===== config.mk =====
export PLATFORM = sky130hd
export DESIGN_NAME = serial_eight_bit_subtractor
export DESIGN_NICKNAME = d
export VERILOG_FILES = /design/src/rtl/serial_sub_pkg.sv /design/src/rtl/full_subtractor.sv /design/src/rtl/serial_eight_bit_subtractor.sv
export SDC_FILE = /design/constraint.sdc
export NUM_CORES = 1
export LEC_CHECK = 0
export BUFFER_PORTS_ARGS = -buffer_cell sky130_fd_sc_hd__buf_2
export CAP_MARGIN = 30
export CORE_MARGIN = 10
export CORE_UTILIZATION = 50
export DETAILED_ROUTE_END_ITERATION = 10
export GPL_TIMING_DRIVEN = 0
export PLACE_DENSITY = 0.7
export SLEW_MARGIN = 20
export SYNTH_ARGS = -nofsm -noshare
export SYNTH_HDL_FRONTEND = slang
export SYNTH_SLANG_ARGS = --single-unit

===== constraint.sdc =====
create_clock -name clk -period 2.6 [get_ports clk]
set_input_delay 0.26 -clock clk [delete_from_list [all_inputs] [get_ports clk]]
set_output_delay 0.26 -clock clk [all_outputs]
set_load 0.005 [all_outputs]

===== src/rtl/serial_sub_pkg.sv =====
// Shared constants for the bit-serial subtractor: default width, FSM state
// encodings and the bit-counter width helper.
package serial_sub_pkg;

    localparam int SUB_WIDTH = 8;

    localparam logic [1:0] ST_IDLE  = 2'd0;
    localparam logic [1:0] ST_SHIFT = 2'd1;
    localparam logic [1:0] ST_DONE  = 2'd2;

    // One extra bit so the counter can represent WIDTH itself
    function automatic int calc_cnt_w(input int width);
        return $clog2(width) + 1;
    endfunction

    localparam int CNT_W = calc_cnt_w(SUB_WIDTH);

endpackage


===== src/rtl/full_subtractor.sv =====
// One-bit full subtractor: d = a - b - bin, bout set when the stage borrows.
module full_subtractor (
    input  logic a,
    input  logic b,
    input  logic bin,
    output logic d,
    output logic bout
);

    assign d    = a ^ b ^ bin;
    assign bout = (~a & b) | (~(a ^ b) & bin);

endmodule


===== src/rtl/serial_eight_bit_subtractor.sv =====
// Bit-serial subtractor, diff = A - B - Bin, LSB first, start/busy/done handshake.
// Optional signed-overflow output enabled by defining SERIAL_SUB_OVERFLOW_EN.
module serial_eight_bit_subtractor
    import serial_sub_pkg::*;
#(
    parameter int WIDTH = SUB_WIDTH
) (
    input  logic             clk,
    input  logic             rst,
    input  logic             start,
    input  logic [WIDTH-1:0] A,
    input  logic [WIDTH-1:0] B,
    input  logic             Bin,
    output logic             busy,
    output logic             done,
    output logic [WIDTH-1:0] diff,
    output logic             borrow
`ifdef SERIAL_SUB_OVERFLOW_EN
    ,
    output logic             ovf
`endif
);

    localparam int              CW       = calc_cnt_w(WIDTH);
    localparam logic [CW-1:0]   LAST_CNT = CW'(WIDTH - 1);

    logic [1:0]       state_q, state_d;
    logic [WIDTH-1:0] a_sh_q, a_sh_d;
    logic [WIDTH-1:0] b_sh_q, b_sh_d;
    logic [WIDTH-1:0] res_q, res_d;
    logic [CW-1:0]    cnt_q, cnt_d;
    logic             bor_q, bor_d;
    logic             busy_q, busy_d;
    logic             done_q, done_d;
    logic [WIDTH-1:0] diff_q, diff_d;
    logic             borrow_q, borrow_d;
    logic             fs_d, fs_bout;
    logic [WIDTH-1:0] res_next;

`ifdef SERIAL_SUB_OVERFLOW_EN
    logic a_msb_q, a_msb_d;
    logic b_msb_q, b_msb_d;
    logic ovf_q, ovf_d;
`endif

    full_subtractor u_fs (
        .a    (a_sh_q[0]),
        .b    (b_sh_q[0]),
        .bin  (bor_q),
        .d    (fs_d),
        .bout (fs_bout)
    );

    assign res_next = {fs_d, res_q[WIDTH-1:1]};

    // State and datapath registers
    always_ff @(posedge clk or posedge rst) begin
        if (rst) begin
            state_q  <= ST_IDLE;
            a_sh_q   <= '0;
            b_sh_q   <= '0;
            res_q    <= '0;
            cnt_q    <= '0;
            bor_q    <= 1'b0;
            busy_q   <= 1'b0;
            done_q   <= 1'b0;
            diff_q   <= '0;
            borrow_q <= 1'b0;
`ifdef SERIAL_SUB_OVERFLOW_EN
            a_msb_q  <= 1'b0;
            b_msb_q  <= 1'b0;
            ovf_q    <= 1'b0;
`endif
        end else begin
            state_q  <= state_d;
            a_sh_q   <= a_sh_d;
            b_sh_q   <= b_sh_d;
            res_q    <= res_d;
            cnt_q    <= cnt_d;
            bor_q    <= bor_d;
            busy_q   <= busy_d;
            done_q   <= done_d;
            diff_q   <= diff_d;
            borrow_q <= borrow_d;
`ifdef SERIAL_SUB_OVERFLOW_EN
            a_msb_q  <= a_msb_d;
            b_msb_q  <= b_msb_d;
            ovf_q    <= ovf_d;
`endif
        end
    end

    // Next-state logic
    always_comb begin
        state_d = state_q;
        case (state_q)
            ST_IDLE: begin
                if (start) begin
                    state_d = ST_SHIFT;
                end else begin
                    state_d = ST_IDLE;
                end
            end
            ST_SHIFT: begin
                if (cnt_q == LAST_CNT) begin
                    state_d = ST_DONE;
                end else begin
                    state_d = ST_SHIFT;
                end
            end
            ST_DONE: state_d = ST_IDLE;
            default: state_d = ST_IDLE;
        endcase
    end

    // Datapath: operand latch, serial shift, and result copy on entry to DONE
    always_comb begin
        a_sh_d   = a_sh_q;
        b_sh_d   = b_sh_q;
        res_d    = res_q;
        cnt_d    = cnt_q;
        bor_d    = bor_q;
        diff_d   = diff_q;
        borrow_d = borrow_q;
`ifdef SERIAL_SUB_OVERFLOW_EN
        a_msb_d  = a_msb_q;
        b_msb_d  = b_msb_q;
        ovf_d    = ovf_q;
`endif
        case (state_q)
            ST_IDLE: begin
                if (start) begin
                    a_sh_d  = A;
                    b_sh_d  = B;
                    bor_d   = Bin;
                    res_d   = '0;
                    cnt_d   = '0;
`ifdef SERIAL_SUB_OVERFLOW_EN
                    a_msb_d = A[WIDTH-1];
                    b_msb_d = B[WIDTH-1];
`endif
                end else begin
                    cnt_d = cnt_q;
                end
            end
            ST_SHIFT: begin
                res_d  = res_next;
                a_sh_d = a_sh_q >> 1;
                b_sh_d = b_sh_q >> 1;
                bor_d  = fs_bout;
                cnt_d  = cnt_q + CW'(1);
                if (cnt_q == LAST_CNT) begin
                    diff_d   = res_next;
                    borrow_d = fs_bout;
`ifdef SERIAL_SUB_OVERFLOW_EN
                    ovf_d    = (a_msb_q != b_msb_q) && (res_next[WIDTH-1] != a_msb_q);
`endif
                end else begin
                    diff_d = diff_q;
                end
            end
            ST_DONE: cnt_d = cnt_q;
            default: cnt_d = '0;
        endcase
    end

    // Handshake outputs decoded from the next state so they are registered
    always_comb begin
        busy_d = (state_d == ST_SHIFT);
        done_d = (state_d == ST_DONE);
    end

    assign busy   = busy_q;
    assign done   = done_q;
    assign diff   = diff_q;
    assign borrow = borrow_q;
`ifdef SERIAL_SUB_OVERFLOW_EN
    assign ovf    = ovf_q;
`endif

endmodule


==> impl_metrics.toml <==
[setup_path]
path_class = "reg -> reg"
end_kind = "flop"
crit_top_cell = "buf_6"
crit_start = "state_q[0]$_DFF_PP0_"
cp_slowest_stage_delay_ns = 0.36
reg2reg_slack_ns = 1.01
slowest_stage = "dfrtp_1"
crit_chain = "buf_6 > nor2b_4 > buf_6 > nor3b_2 > buf_6 > mux2_4"
arrival_ns = 1.83
regToRegStartpoint = "state_q[0]$_DFF_PP0_"
reg2reg_to = "diff[6]$_DFFE_PP0P_"
startpoint_type = "flop"
cp_data_required_time_ns = 2.84
crit_fanout = 10
r2r_cells = 6

[route]
via_per_inst = 5.219
dr.pass1.iters = 4
ant_nets = 0
wl_per_cell_um = 15.32
drc = 0
dr_total_vias = 1190
drtIter0Drc = 88
routed_wl_um = 3492

[placement]
dp_hpwl_um = 2644
routabilityCongestion = 0.7353
dp_cells = 220
numPortBuffers = 30

[global_route]
antenna_found_initial = 0
grt_pass1_vias = 1264
grt_max_degree = 22
grt.total_usage = 0.1166
grt_pass1_wl_um = 5830
overflow = 0

[clock_tree]
cts-buffers-inserted = 5
clkTransAtPathRegs_ns = 0.11
clk_path_buf_depth = 2
htree_levels = 2
cts_root_buf = "clkbuf_4"
clkSinkCount = 41
cts_tree = "built"
ctsResizeCount = 0
clk_latency_ns = 0.34

[floorplanning]
die_x_um = 79.74
dieArea_um2 = 6358
placementRows = 21
coreArea_um2 = 3390
io_pins = 31
die_y_um = 79.74
start_util = 0.5264

[timing]
holdWs_ns = 0.2040
hold_viol_final = 0
fin_skew_ns = 0.003608
tns_ns = 0
report.final.setup_viol = 0
drv_slew = 0
fmax_mhz = 629.3
worst_slew_pin_slew_ns = 0.4909
rsz0062_at_grt = "false"
period_needed_ns = 1.589
period_share = 0.6111
maxSlewHeadroom = 0.6722

[logic_synthesis]
yosys.area_share.simple = 0.07924
synth_warnings = 0
synth_compound_area_frac = 0.1150
syn_inst = 143
yosysMostFrequentCell = "dfrtp_1"
synth_top_family_by_area = "multiplexers"
synth.top_cell.area_share = 0.5750
ys_types = 25
synth-xor-area-share = 0.009818
ys_seq_area_frac = 0.5750
muxShareOfSynthArea = 0.1578
synth-edff-count = 0
netlist_top_cells_area = "dfrtp_1, mux2i_1, mux2_4"
synth-adder-area-share = 0.01823
synth_nets = 165
synthesis.area_um2 = 1784
async_flop_share = 1.000
synth_area_leader_cell = "dfrtp_1"
syn_area_per_cell_um2 = 12.48
synth_flop_cell = "dfrtp_1"
netlist_top_cells_count = "dfrtp_1, nand2_1, o21ai_0"
ys_ff_latch = 41

[layout]
fin_nets = 204
fill_cells = 274
drive_gt1_frac = 0.3187
diodes = 0
fin_cells = 228
syn2layout_area_growth_pct = 16.83

[power]
ir_drop_uv = 546.1
power_density_nw_per_um2 = 1180
p_leak_nw = 1.065

[run]
max_cap_violations = 0

[worst_hold_path]
hold_path_class = "in -> reg"
hold_depth = 3
whs_endpoint = "a_sh_q[0]$_DFFE_PP0P_"
worstHoldStart = "A[0]"

[status]
status = "completed"
## worst max path at each step
stage,end,depth (start not counted)
2_1_floorplan,diff[0]$_DFFE_PP0P_,6
3_3_place_gp,a_sh_q[6]$_DFFE_PP0P_,2
3_5_place_dp,diff[3]$_DFFE_PP0P_,6
4_1_cts,diff[6]$_DFFE_PP0P_,6
5_1_grt,diff[6]$_DFFE_PP0P_,6
6_report,diff[6]$_DFFE_PP0P_,6
## per-layer routing
| metal | part of all wire | routed length (µm) | GRT usage | up-vias |
|---|---|---|---|---|
| met1 | 0.42 | 1469 | 0.1275 | 583 |
| met2 | 0.49 | 1709 | 0.1917 | 26 |
| li1 | - | - | - | 574 |
| met3 | 0.070 | 244 | 0.05068 | 7 |
| met5 | 0 | 0 | 0 | - |
| met4 | 0.019 | 68 | 0.05282 | 0 |
## per-stage QoR
stage | total power [mW] | cell area, µm² | util | setup WS (ns)
after CTS | 2.500 | 2085 | 0.6150 | 0.9969
after global placement | 2.102 | 1992 | 0.5877 | 0.9253
after global routing | 2.647 | 2085 | 0.6150 | 0.9476
after floorplan | 1.869 | 1784 | - | 1.135
after detailed placement | 2.180 | 2019 | 0.5958 | 1.020
final | 2.460 | 2085 | 0.6150 | 1.011
## repair_timing
| item | CTS | global route |
|---|---|---|
| setup buffers | 0 | 0 |
| hold buffers | 1 | 0 |
| hold endpoints to repair | 20 | 0 |
## layout by cell type (no fill, tap or decap), types with 2 or more instances in the layout
| master | n |
|---|---|
| mux2i_1 | 15 |
| nor2_1 | 2 |
| o21ai_0 | 16 |
| clkbuf_1 | 2 |
| nand2_1 | 18 |
| mux2_4 | 8 |
| nor2b_1 | 3 |
| clkbuf_4 | 5 |
| dfrtp_1 | 41 |
| a21oi_1 | 6 |
| buf_6 | 3 |
| a22o_1 | 10 |
| inv_1 | 3 |
| buf_2 | 34 |
## state kept, by name (all words and copies together), names as in the netlist
| signal | count |
|---|---|
| diff | 8 |
| state_q | 2 |
| res_q | 7 |
| done | 1 |
| cnt_q | 4 |
| bor_q | 1 |
| busy | 1 |
| a_sh_q | 8 |
| borrow | 1 |
| b_sh_q | 8 |
## critical path: cells and delay by family (launching register included)
kind / cells / cell delay, ns
buffers and inverters: 3 / 0.47
flip-flops: 1 / 0.36
multiplexers: 1 / 0.31
AND/OR/NAND/NOR: 2 / 0.33
## power by group
group,internal (mW),switching [mW],leakage [nW]
combinational,0.566,0.483,0.517
clock,0.128,0.191,0.0314
sequential,0.918,0.175,0.517
## layout make-up
type | count | area (µm²) | share of cell area
Buffer | 9 | 65.06 | 0.03121
Timing Repair Buffer | 32 | 187.7 | 0.09004
Tap cell | 46 | 57.56 | 0.02761
Inverter | 4 | 15.01 | 0.007203
Sequential cell | 41 | 1026 | 0.4922
Clock buffer | 7 | 55.05 | 0.02641
Multi-Input combinational cell | 89 | 678.2 | 0.3253
## cells by family after synthesis
family | after synthesis
buf+inv | 13
mux | 24
compound gates | 33
xor+xnor | 2
flops | 41
simple gates | 28
fa+ha+maj | 2
Note: power is estimated with default switching activity, not from simulation.
